--- src/rtl/fir4_inverse_u.sv ---
// fir4_inverse_u -- inverse of the team's unsigned 4-tap moving-sum FIR.
//
// The forward filter produces y_k = x_k + x_(k-1) + x_(k-2) + x_(k-3). This block
// undoes it with the recurrence x_k = y_k - y_(k-1) + x_(k-4). The arithmetic is
// (w+3)-bit two's complement and nothing is truncated along the way.
//
// Build option:
//   FIR4_INV_ERR_EN  When defined, each result is range-checked against [0, 2^w-1].
//                    A result outside that range raises a sticky err and parks the
//                    FSM in an error state until clr. When undefined, err is tied
//                    low and every accepted sample produces an output.
//
// Ports:
//   clk      sole clock, rising edge
//   reset    asynchronous active-low reset
//   s_in     (w+2)-bit moving-sum sample
//   s_valid  s_in carries a new sample this cycle
//   clr      synchronous clear of history, prime counter and error state
//   a_out    reconstructed sample (low w bits of x_k)
//   a_valid  one-cycle strobe marking a new a_out
//   primed   high once 4 outputs have been produced since reset/clr
//   err      sticky range error (0 unless FIR4_INV_ERR_EN)

module fir4_inverse_u #(
   parameter int unsigned w = 16
) (
   input  logic           clk,
   input  logic           reset,
   input  logic [w+1:0]   s_in,
   input  logic           s_valid,
   input  logic           clr,
   output logic [w-1:0]   a_out,
   output logic           a_valid,
   output logic           primed,
   output logic           err
);

   localparam int unsigned XW = w + 3;

   typedef enum logic [1:0] {
      StIdle  = 2'd0,
      StRun   = 2'd1,
      StError = 2'd2
   } state_e;

   state_e                 state_q, state_d;
   // hist_q[0] is x_(k-1), hist_q[3] is x_(k-4).
   logic [3:0][XW-1:0]     hist_q, hist_d;
   logic [w+1:0]           prev_y_q, prev_y_d;
   logic [2:0]             cnt_q, cnt_d;
   logic [w-1:0]           a_out_q, a_out_d;
   logic                   a_valid_q, a_valid_d;

   // Both y operands are zero-extended, so the subtraction is exact in XW bits.
   logic [XW-1:0]          x_calc;
   assign x_calc = {1'b0, s_in} - {1'b0, prev_y_q} + hist_q[3];

`ifdef FIR4_INV_ERR_EN
   logic                   err_q, err_d;
   logic                   range_err;
   // Out of range when negative or when any bit above w-1 is set.
   assign range_err = x_calc[XW-1] | (|x_calc[XW-2:w]);
`endif

   always_comb begin
      state_d   = state_q;
      hist_d    = hist_q;
      prev_y_d  = prev_y_q;
      cnt_d     = cnt_q;
      a_out_d   = a_out_q;
      a_valid_d = 1'b0;
`ifdef FIR4_INV_ERR_EN
      err_d     = err_q;
`endif

      if (clr) begin
         // clr wins over a simultaneous sample; a_out keeps its last value.
         state_d  = StIdle;
         hist_d   = '0;
         prev_y_d = '0;
         cnt_d    = '0;
`ifdef FIR4_INV_ERR_EN
         err_d    = 1'b0;
`endif
      end else begin
         unique case (state_q)
            StIdle, StRun: begin
               if (s_valid) begin
                  hist_d    = {hist_q[2:0], x_calc};
                  prev_y_d  = s_in;
                  a_out_d   = x_calc[w-1:0];
                  a_valid_d = 1'b1;
                  state_d   = StRun;
                  if (cnt_q != 3'd4) begin
                     cnt_d = cnt_q + 3'd1;
                  end
`ifdef FIR4_INV_ERR_EN
                  if (range_err) begin
                     state_d = StError;
                     err_d   = 1'b1;
                  end
`endif
               end
            end
            StError: begin
               // Input ignored; everything frozen until clr.
            end
            default: begin
               state_d = StIdle;
            end
         endcase
      end
   end

   always_ff @(posedge clk or negedge reset) begin
      if (!reset) begin
         state_q   <= StIdle;
         hist_q    <= '0;
         prev_y_q  <= '0;
         cnt_q     <= '0;
         a_out_q   <= '0;
         a_valid_q <= 1'b0;
      end else begin
         state_q   <= state_d;
         hist_q    <= hist_d;
         prev_y_q  <= prev_y_d;
         cnt_q     <= cnt_d;
         a_out_q   <= a_out_d;
         a_valid_q <= a_valid_d;
      end
   end

`ifdef FIR4_INV_ERR_EN
   always_ff @(posedge clk or negedge reset) begin
      if (!reset) begin
         err_q <= 1'b0;
      end else begin
         err_q <= err_d;
      end
   end
   assign err = err_q;
`else
   assign err = 1'b0;
`endif

   assign a_out   = a_out_q;
   assign a_valid = a_valid_q;
   assign primed  = (cnt_q == 3'd4);

endmodule

--- config.mk ---
export PLATFORM = sky130hd
export DESIGN_NAME = fir4_inverse_u
export DESIGN_NICKNAME = d
export VERILOG_FILES = /design/src/rtl/fir4_inverse_u.sv
export SDC_FILE = /design/constraint.sdc
export NUM_CORES = 1
export LEC_CHECK = 0
export CAP_MARGIN = 20
export CORE_MARGIN = 1
export CORE_UTILIZATION = 30
export CTS_CLUSTER_DIAMETER = 100
export DETAILED_ROUTE_END_ITERATION = 8
export PLACE_DENSITY = 0.48
export RECOVER_POWER = 100
export SLEW_MARGIN = 20
export SYNTH_ARGS = -nofsm -noshare
export SYNTH_HDL_FRONTEND = slang
export SYNTH_SLANG_ARGS = --single-unit
--- constraint.sdc ---
create_clock -name clk -period 3.4 [get_ports clk]
set_clock_uncertainty 0.2 [all_clocks]
set_input_delay 0.68 -clock clk [delete_from_list [all_inputs] [get_ports clk]]
set_output_delay 0.68 -clock clk [all_outputs]
set_load 0.03 [all_outputs]
# After elaboration in Yosys (flattened, before gate mapping)
# Cells that the tools add are included.
# word_totals
register_bits,116
out_inout_bits,19
word_cells,44
# classes
n_addsub,3
eq_ne,6
mux,16
bitwise,1
reduce_logical,9
# op_table
op,count
$mux 76,3
$mux 18,3
$add 19x19->19,1
$sub 18x18->19,1
$mux 3,4
$ne 3x3->1 const B,2
$reduce_and 3->1,2
$reduce_bool 2->1,3
$mux 2,2
$pmux 2 s2,1
$reduce_and 2->1,2
$add 3x1->3 const B,1
$eq 3x3->1 const B,1
$mux 1,3
$eq 2x1->1 const B,1
$eq 2x2->1 const B,1
$logic_not 2->1,1
$ne 2x2->1 const B,1
$reduce_or 2->1,1
$not 1->1,1

# Longest topological paths before layout
# Gate-level depths: netlist of the first run.
# logic_depth
ltp_word,5
mapped_depth,12
depth_no_buf,12

# Worst setup path before layout of the first run
# Ideal clock, no wire load.
# synth_path
kind,input port to flip-flop
startpoint,in s_in[2]
endpoint,reg hist_q[12] (netlist name)
setup_time_ns,0.125
arrival_time_ns,2.871
setup_slack_ns,0.204
path_stages,10
path_buffers,0
cell_sequence,inv_1 > fa_1 > inv_1 > ha_1 > nor2b_4 > o2111a_2 > o32a_4 > a221oi_2 > xor2_1 > o22ai_1
# synth_between
elab_chain_len,5
# synth_rtl
item,line,rtl
from (decl),29,"input logic [w+1:0] s_in,"
$sub 18x18->19,56,"assign x_calc = {1'b0, s_in} - {1'b0, prev_y_q} + hist_q[3];"
$add 19x19->19,56,
$mux 76,88,if (s_valid) begin
$mux 76,86,unique case (state_q)
$mux 76,76,if (clr) begin
to (signal assigned),125,hist_q <= hist_d;
to (decl),48,"logic [3:0][XW-1:0] hist_q, hist_d;"
# Every way passes these cells. The select of a mux whose other input is x is not followed.
# A chain may end at the register's enable or synchronous reset.

# Worst setup path in the final report of the first run
# layout_path
startpoint,in s_in[7]
endpoint,reg hist_q[12] (netlist name)
# Same word-level chain as after synthesis.

==> flow_summary.ini, run 1 <==
[run_status]
status = finished with violations
violations = max-capacitance violations, max-slew violations

[power]
switchingPower_w = 0.00104
swShare_pct = 30.4
clkPwrFrac_pct = 32.4
power_density_nw_per_um2 = 528
pwr-share-comb_pct = 27.4
intPower_w = 0.00239
power_w = 0.00344
p_seq_share_pct = 40.2
power.static_leakage_nw = 3.29
max-vdd-ir-drop_mv = 0.256

[yosys]
ys_ff_latch = 100
synth_edf_count = 0
yosys.area.top_type_share_pct = 47.1
yosysMostFrequentCell = dfrtp_1
synthArstFlopShare_pct = 100
avgSynthCellArea_um2 = 10.5
ys_seq_area_share_pct = 47.1
synthesis.nets = 562
synth.distinct_cells = 51
yosysTopAreaCell = dfrtp_1
synth_ff_type = dfrtp_1
synthTopCellsByCount = dfrtp_1 (100), nor2_1 (76), mux2i_1 (72), inv_1 (70), nand2_1 (28)
synth.cell_area_um2 = 5310
synth_cells = 507
synthTopCellsByArea = dfrtp_1 (47%), mux2i_1 (14%), fa_1 (5.7%)
ys_warn_count = 0

[worst_setup_path]
critPathArrivalTime_ns = 3.29
crit_chain = clkdlybuf4s50_1 -> inv_1 -> fa_1 -> inv_1 -> ha_1 -> a21oi_2 -> nand2b_2 -> o32a_4 -> a221oi_2 -> xor2_1 -> o22ai_1
critPathBufInv = 3
cp_common_cell = inv_1
cp.required_ns = 3.40
worst-setup-path-type = primary input to flop
cp-end-kind = flop
r2r_slack_ns = 0.42
cp_max_fo = 2
cp_top_family = compound AO/OA/AOI/OAI gates
slowest_delay_ns = 0.53
start_kind = primary input
slowest_stage = fa_1

[timing]
max_freq_mhz = 304
fin_crit_ns = 3.29
hold_viol = 0
setup_viol = 0
slew_headroom_pct = -49.5
drv_slew = 40
min_period_over_period_pct = 96.8
tightest_slew_ns = 2.24
tns_ns = 0

[clocking]
cts_buffer_depth = 2
cts_made_buffers = 9
root_buffer = clkbuf_16
clk_pin_slew_worst_paths_ns = 0.07
cts-htree-levels = 3
cts.sinks = 100
insertion_delay_ns = 0.34
cts_tree = done

[detailed_routing]
ant_nets = 0
wl_per_cell_um = 13.6
via_per_inst = 4.45
dr.first_iter.drc_count = 95
first_pass_iters = 4
drt_wl_total_um = 10900
num_vias = 3580
drc = 0

[floorplanning]
die_y_um = 135
core_region_area_um2 = 17300
io_pins = 41
die_x_um = 135
placementRows = 48
die_area_um2 = 18200
start_util_pct = 30.7

[global_routing]
grt_pass1_vias = 3848
track_usage_pct = 13.2
grt_max_degree = 83
overflow = 0
grt_pass1_wl_um = 18800
grt_antenna_before_repair = 0

[placed_design]
io_buffer_count = 37
dp_hpwl_um = 7610
gp_congestion = 0.775

[finish]
diodes = 0
drive_gt1_share_pct = 14.0
syn2layout_area_growth_pct = 22.6
nNetsFinal = 629

[worst_hold_path]
hp-class = flop to flop

[run]
max_cap_violations = 1
## stage by stage
| step | hold WS (ns) | worst slack, ns | utilization (%) | area (um^2) | std cells |
|---|---|---|---|---|---|
| global placement | 0.265 | -0.456 | 35.3 | 6110 | 786 |
| floorplan | 0.184 | 0.204 | - | 5310 | 507 |
| CTS | 0.119 | 0.00272 | 37.3 | 6450 | 802 |
| finish | 0.278 | 0.108 | 37.6 | 6510 | 804 |
| detailed placement | 0.273 | -0.483 | 35.3 | 6110 | 786 |
| global route | 0.309 | -0.0723 | 37.6 | 6510 | 804 |
## routing by layer
| layer | vias up | GRT usage, % | routed length (um) |
|---|---|---|---|
| met5 | - | 0 | 0 |
| met4 | 0 | 4.18 | 136 |
| met3 | 11 | 2.97 | 335 |
| met2 | 50 | 22.5 | 5320 |
| met1 | 1757 | 16.6 | 5110 |
| li1 | 1762 | - | - |
## power by group through the flow
| stage | Sequential, W | Combinational, W | Clock [W] |
|---|---|---|---|
| global placement | 0.00140 | 0.000940 | 0 |
| global route | 0.00140 | 0.00105 | 0.00119 |
| floorplan | 0.00150 | 0.000455 | 0 |
| finish | 0.00138 | 0.000941 | 0.00111 |
| CTS | 0.00139 | 0.000960 | 0.00116 |
| detailed placement | 0.00141 | 0.000946 | 0 |
## repair_timing
item                                    in CTS  in global routing
setup buffers                                0                  2
endpoints found under the setup margin       5                 18
gates resized for setup                      4                 10
pin swaps                                    4                 10
hold buffers                                 0                  0
## final timing paths
check / cells after the start / startpoint / to
min in group asynchronous: 1 / reset / prev_y_q[11]$_DFFE_PN0P_
worst min register to register: 2 / a_out[15]$_DFFE_PN0P_ / a_out[15]$_DFFE_PN0P_
worst min-delay path: 2 / a_out[15]$_DFFE_PN0P_ / a_out[15]$_DFFE_PN0P_
max in group asynchronous: 2 / reset / a_valid$_DFF_PN0_
worst max-delay path: 11 / s_in[7] / hist_q[12]$_DFFE_PN0P_
worst max register to register: 11 / hist_q[58]$_DFFE_PN0P_ / a_out[14]$_DFFE_PN0P_
## cell type report
type | instances | area, um^2
Fill cell | 1747 | 10800
Multi-Input combinational cell | 311 | 2440
Clock buffer | 9 | 225
Sequential cell | 100 | 2500
Tap cell | 225 | 282
Inverter | 70 | 263
Timing Repair Buffer | 82 | 699
Clock inverter | 7 | 98.8
## flip-flops by register name (all words and copies together), names as in the netlist
name,cells
a_valid,1
cnt_q,3
prev_y_q,16
a_out,16
hist_q,64
## layout by cell type (no fill, tap or decap), types with 2 or more instances in the layout
cell type,n
a21o_2,2
bufinv_16,2
a21oi_1,8
clkbuf_16,9
fa_1,15
dlymetal6s2s_1,2
o211ai_1,2
clkbuf_4,3
nor2b_1,6
o21ai_0,17
nand2b_1,4
a31oi_1,2
inv_1,70
nand4_1,3
a211oi_1,2
o21a_1,2
buf_4,38
o22ai_1,4
xor2_1,7
nor2_1,76
clkbuf_1,3
inv_6,2
ha_1,15
mux2i_1,72
a21o_1,4
xnor2_1,10
dlygate4sd3_1,19
clkdlybuf4s50_1,13
o21bai_1,2
ha_4,3
dfrtp_1,100
clkbuf_2,2
nand2_1,28
## worst min-delay path, delay by kind of cell, from the launching register on
| kind | cells | cell delay [ns] |
|---|---|---|
| AOI/OAI and AO/OA | 1 | 0.06 |
| DFF | 1 | 0.34 |
| and+or+nand+nor | 1 | 0.04 |
## cells by family (layout without fill, tap and decap cells)
family	count (synthesis)	after routing	share of synthesized area, %
AOI/OAI and AO/OA	57	57	7.31
xor gates and xnor gates	17	17	2.81
adders and majority gates	33	33	9.90
buffers and inverters	96	168	8.25
DFF	100	100	47.1
muxes	73	73	13.8
other	1	1	0.0707
and+or+nand+nor	130	130	10.7
Power figures use the tool's default switching activity.
==> run 2, diff against run 1 <==
Settings changed: REMOVE_ABC_BUFFERS set to 1, SLEW_MARGIN 20 to not set.
==> flow_summary.ini, run 2 (synthesis results as in run 1) <==
[run_status]
status = finished clean

[global_routing]
grt.busiest_layer = met2
gr-usage-met1_pct = 17.8
use_met2_pct = 18.9
grt_pass1_vias = 3661
grt_max_degree = 83
track_usage_pct = 12.5
use_met3_pct = 2.40
grt_pass1_wl_um = 17900
grt_antenna_before_repair = 0
overflow = 0

[finish]
drive_gt1_share_pct = 15.4
nNetsFinal = 628
largest_register_ffs = 64
layout_common_cells = dfrtp_1 (100), nor2_1 (75), mux2i_1 (72)
syn2layout_area_growth_pct = 23.2
fillCellCount = 1729
diodes = 0
final_common_cell = dfrtp_1
top_register = hist_q
utilization_pct = 37.8

[timing]
slew_headroom_pct = 9.63
setup_viol = 0
min_period_over_period_pct = 98.4
drv_slew = 0
rsz0062_at_grt = true
tightest_slew_ns = 1.36
fin_crit_ns = 3.34
fin_hold_ws_ns = 0.277
max_freq_mhz = 299
hold_viol = 0

[clocking]
cts.sinks = 100
cts_made_buffers = 9
cts_buffer_depth = 2
cts-htree-levels = 3
insertion_delay_ns = 0.35
root_buffer = clkbuf_16
cts_tree = done
clk_pin_slew_worst_paths_ns = 0.07

[placed_design]
io_buffer_count = 37
dp_hpwl_um = 7230
gp_congestion = 0.765

[worst_setup_path]
cp_max_fo = 2
critPathBufInv = 3
worst-r2r-cell-count = 10
slowest_delay_ns = 0.55
cp_common_cell = inv_1
worst-setup-path-type = primary input to flop
critPathCapture = hist_q[12]$_DFFE_PN0P_
slowest_stage = fa_1
r2r_slack_ns = 0.50
cp.depth = 11
cp_top_family = compound AO/OA/AOI/OAI gates
critPathArrivalTime_ns = 3.34
r2r-start = hist_q[59]$_DFFE_PN0P_
cp.required_ns = 3.40
start_kind = primary input
crit_start = s_in[7]
crit_chain = clkdlybuf4s50_1 -> inv_1 -> fa_1 -> inv_1 -> ha_4 -> a21oi_2 -> nand2b_2 -> o32a_4 -> a221oi_4 -> xor2_1 -> o22ai_1
worstReg2RegEnd = hist_q[12]$_DFFE_PN0P_
cp-end-kind = flop

[power]
power_w = 0.00333
power_density_nw_per_um2 = 509
max-vdd-ir-drop_mv = 0.237
power.static_leakage_nw = 3.28

[detailed_routing]
wl_per_cell_um = 13.1
dr.first_iter.drc_count = 143
num_vias = 3535
drc = 0
drt_wl_total_um = 10600
ant_nets = 0
first_pass_iters = 4
via_per_inst = 4.40

[worst_hold_path]
hp-class = flop to flop
holdPathStages = 2

[floorplanning]
die_y_um = 135
die_area_um2 = 18200
io_pins = 41
placementRows = 48
die_x_um = 135
core_region_area_um2 = 17300
start_util_pct = 30.7

[run]
max_cap_violations = 0
[run 2: cell types whose count changed in the layout (fill, tap and decap cells not counted), sizes merged]
cell / before / now
buf: 40 / 43
bufinv: 2 / 0
inv: 72 / 70
[run 2: cell type report]
| cell class | instances | area [um^2] | share of cell area, % |
|---|---|---|---|
| timing repair buffer | 81 | 699 | 10.7 |
| tap | 225 | 282 | 4.31 |
| clock inverter | 3 | 21.3 | 0.325 |
| inverter | 70 | 263 | 4.02 |
| multi-input combinational | 311 | 2510 | 38.4 |
| sequential | 100 | 2500 | 38.3 |
| clock buffer | 13 | 260 | 3.98 |
[run 2: layer usage]
metal  up-vias  share of wire, %
met5         -                 0
met4         0               1.5
met3        11               2.4
met2        37                45
met1      1716                51
li1       1771                 -
[run 2: how the worst min path moves through the flow]
stage                                    start                     end  slack, ns
after floorplan                          reset    a_out[0]$_DFFE_PN0P_       0.18
after global placement    a_out[0]$_DFFE_PN0P_    a_out[0]$_DFFE_PN0P_       0.27
after detailed placement  a_out[0]$_DFFE_PN0P_    a_out[0]$_DFFE_PN0P_       0.27
after CTS                                reset  hist_q[21]$_DFFE_PN0P_       0.20
after global routing      a_out[6]$_DFFE_PN0P_    a_out[6]$_DFFE_PN0P_       0.31
final                     a_out[6]$_DFFE_PN0P_    a_out[6]$_DFFE_PN0P_       0.28
[run 2: worst register-to-register path, delay by kind of cell, from the launching register on]
kind                       cells  cell delay (ns)
AOI/OAI and AO/OA              4             1.01
adders and majority gates      2             0.75
DFF                            1             0.35
xor gates and xnor gates       1             0.21
and+or+nand+nor                1             0.13
buffers and inverters          2             0.12
[run 2: timing repair]
action | CTS | global route
buffers inserted | 0 | 0
setup endpoints to repair | 14 | 16
gates resized for setup | 9 | 19
pin swaps | 8 | 13
hold buffers | 0 | 0
[run 2: report_power, final]
| group | total (W) | internal (W) | switching [W] | leakage (nW) |
|---|---|---|---|---|
| clock network | 0.000979 | 0.000537 | 0.000441 | 0.136 |
| logic | 0.000974 | 0.000452 | 0.000522 | 1.80 |
| registers | 0.00137 | 0.00131 | 0.0000658 | 1.34 |
[run 2: stage by stage]
step	instance area [um^2]	worst slack [ns]	std cells	TNS (ns)
CTS	6470	0.0117	803	0
global placement	6130	-0.500	787	-8.30
detailed placement	6130	-0.524	787	-8.52
floorplan	5130	0.171	481	0
global route	6540	-0.0680	803	-0.0991
finish	6540	0.0554	803	0
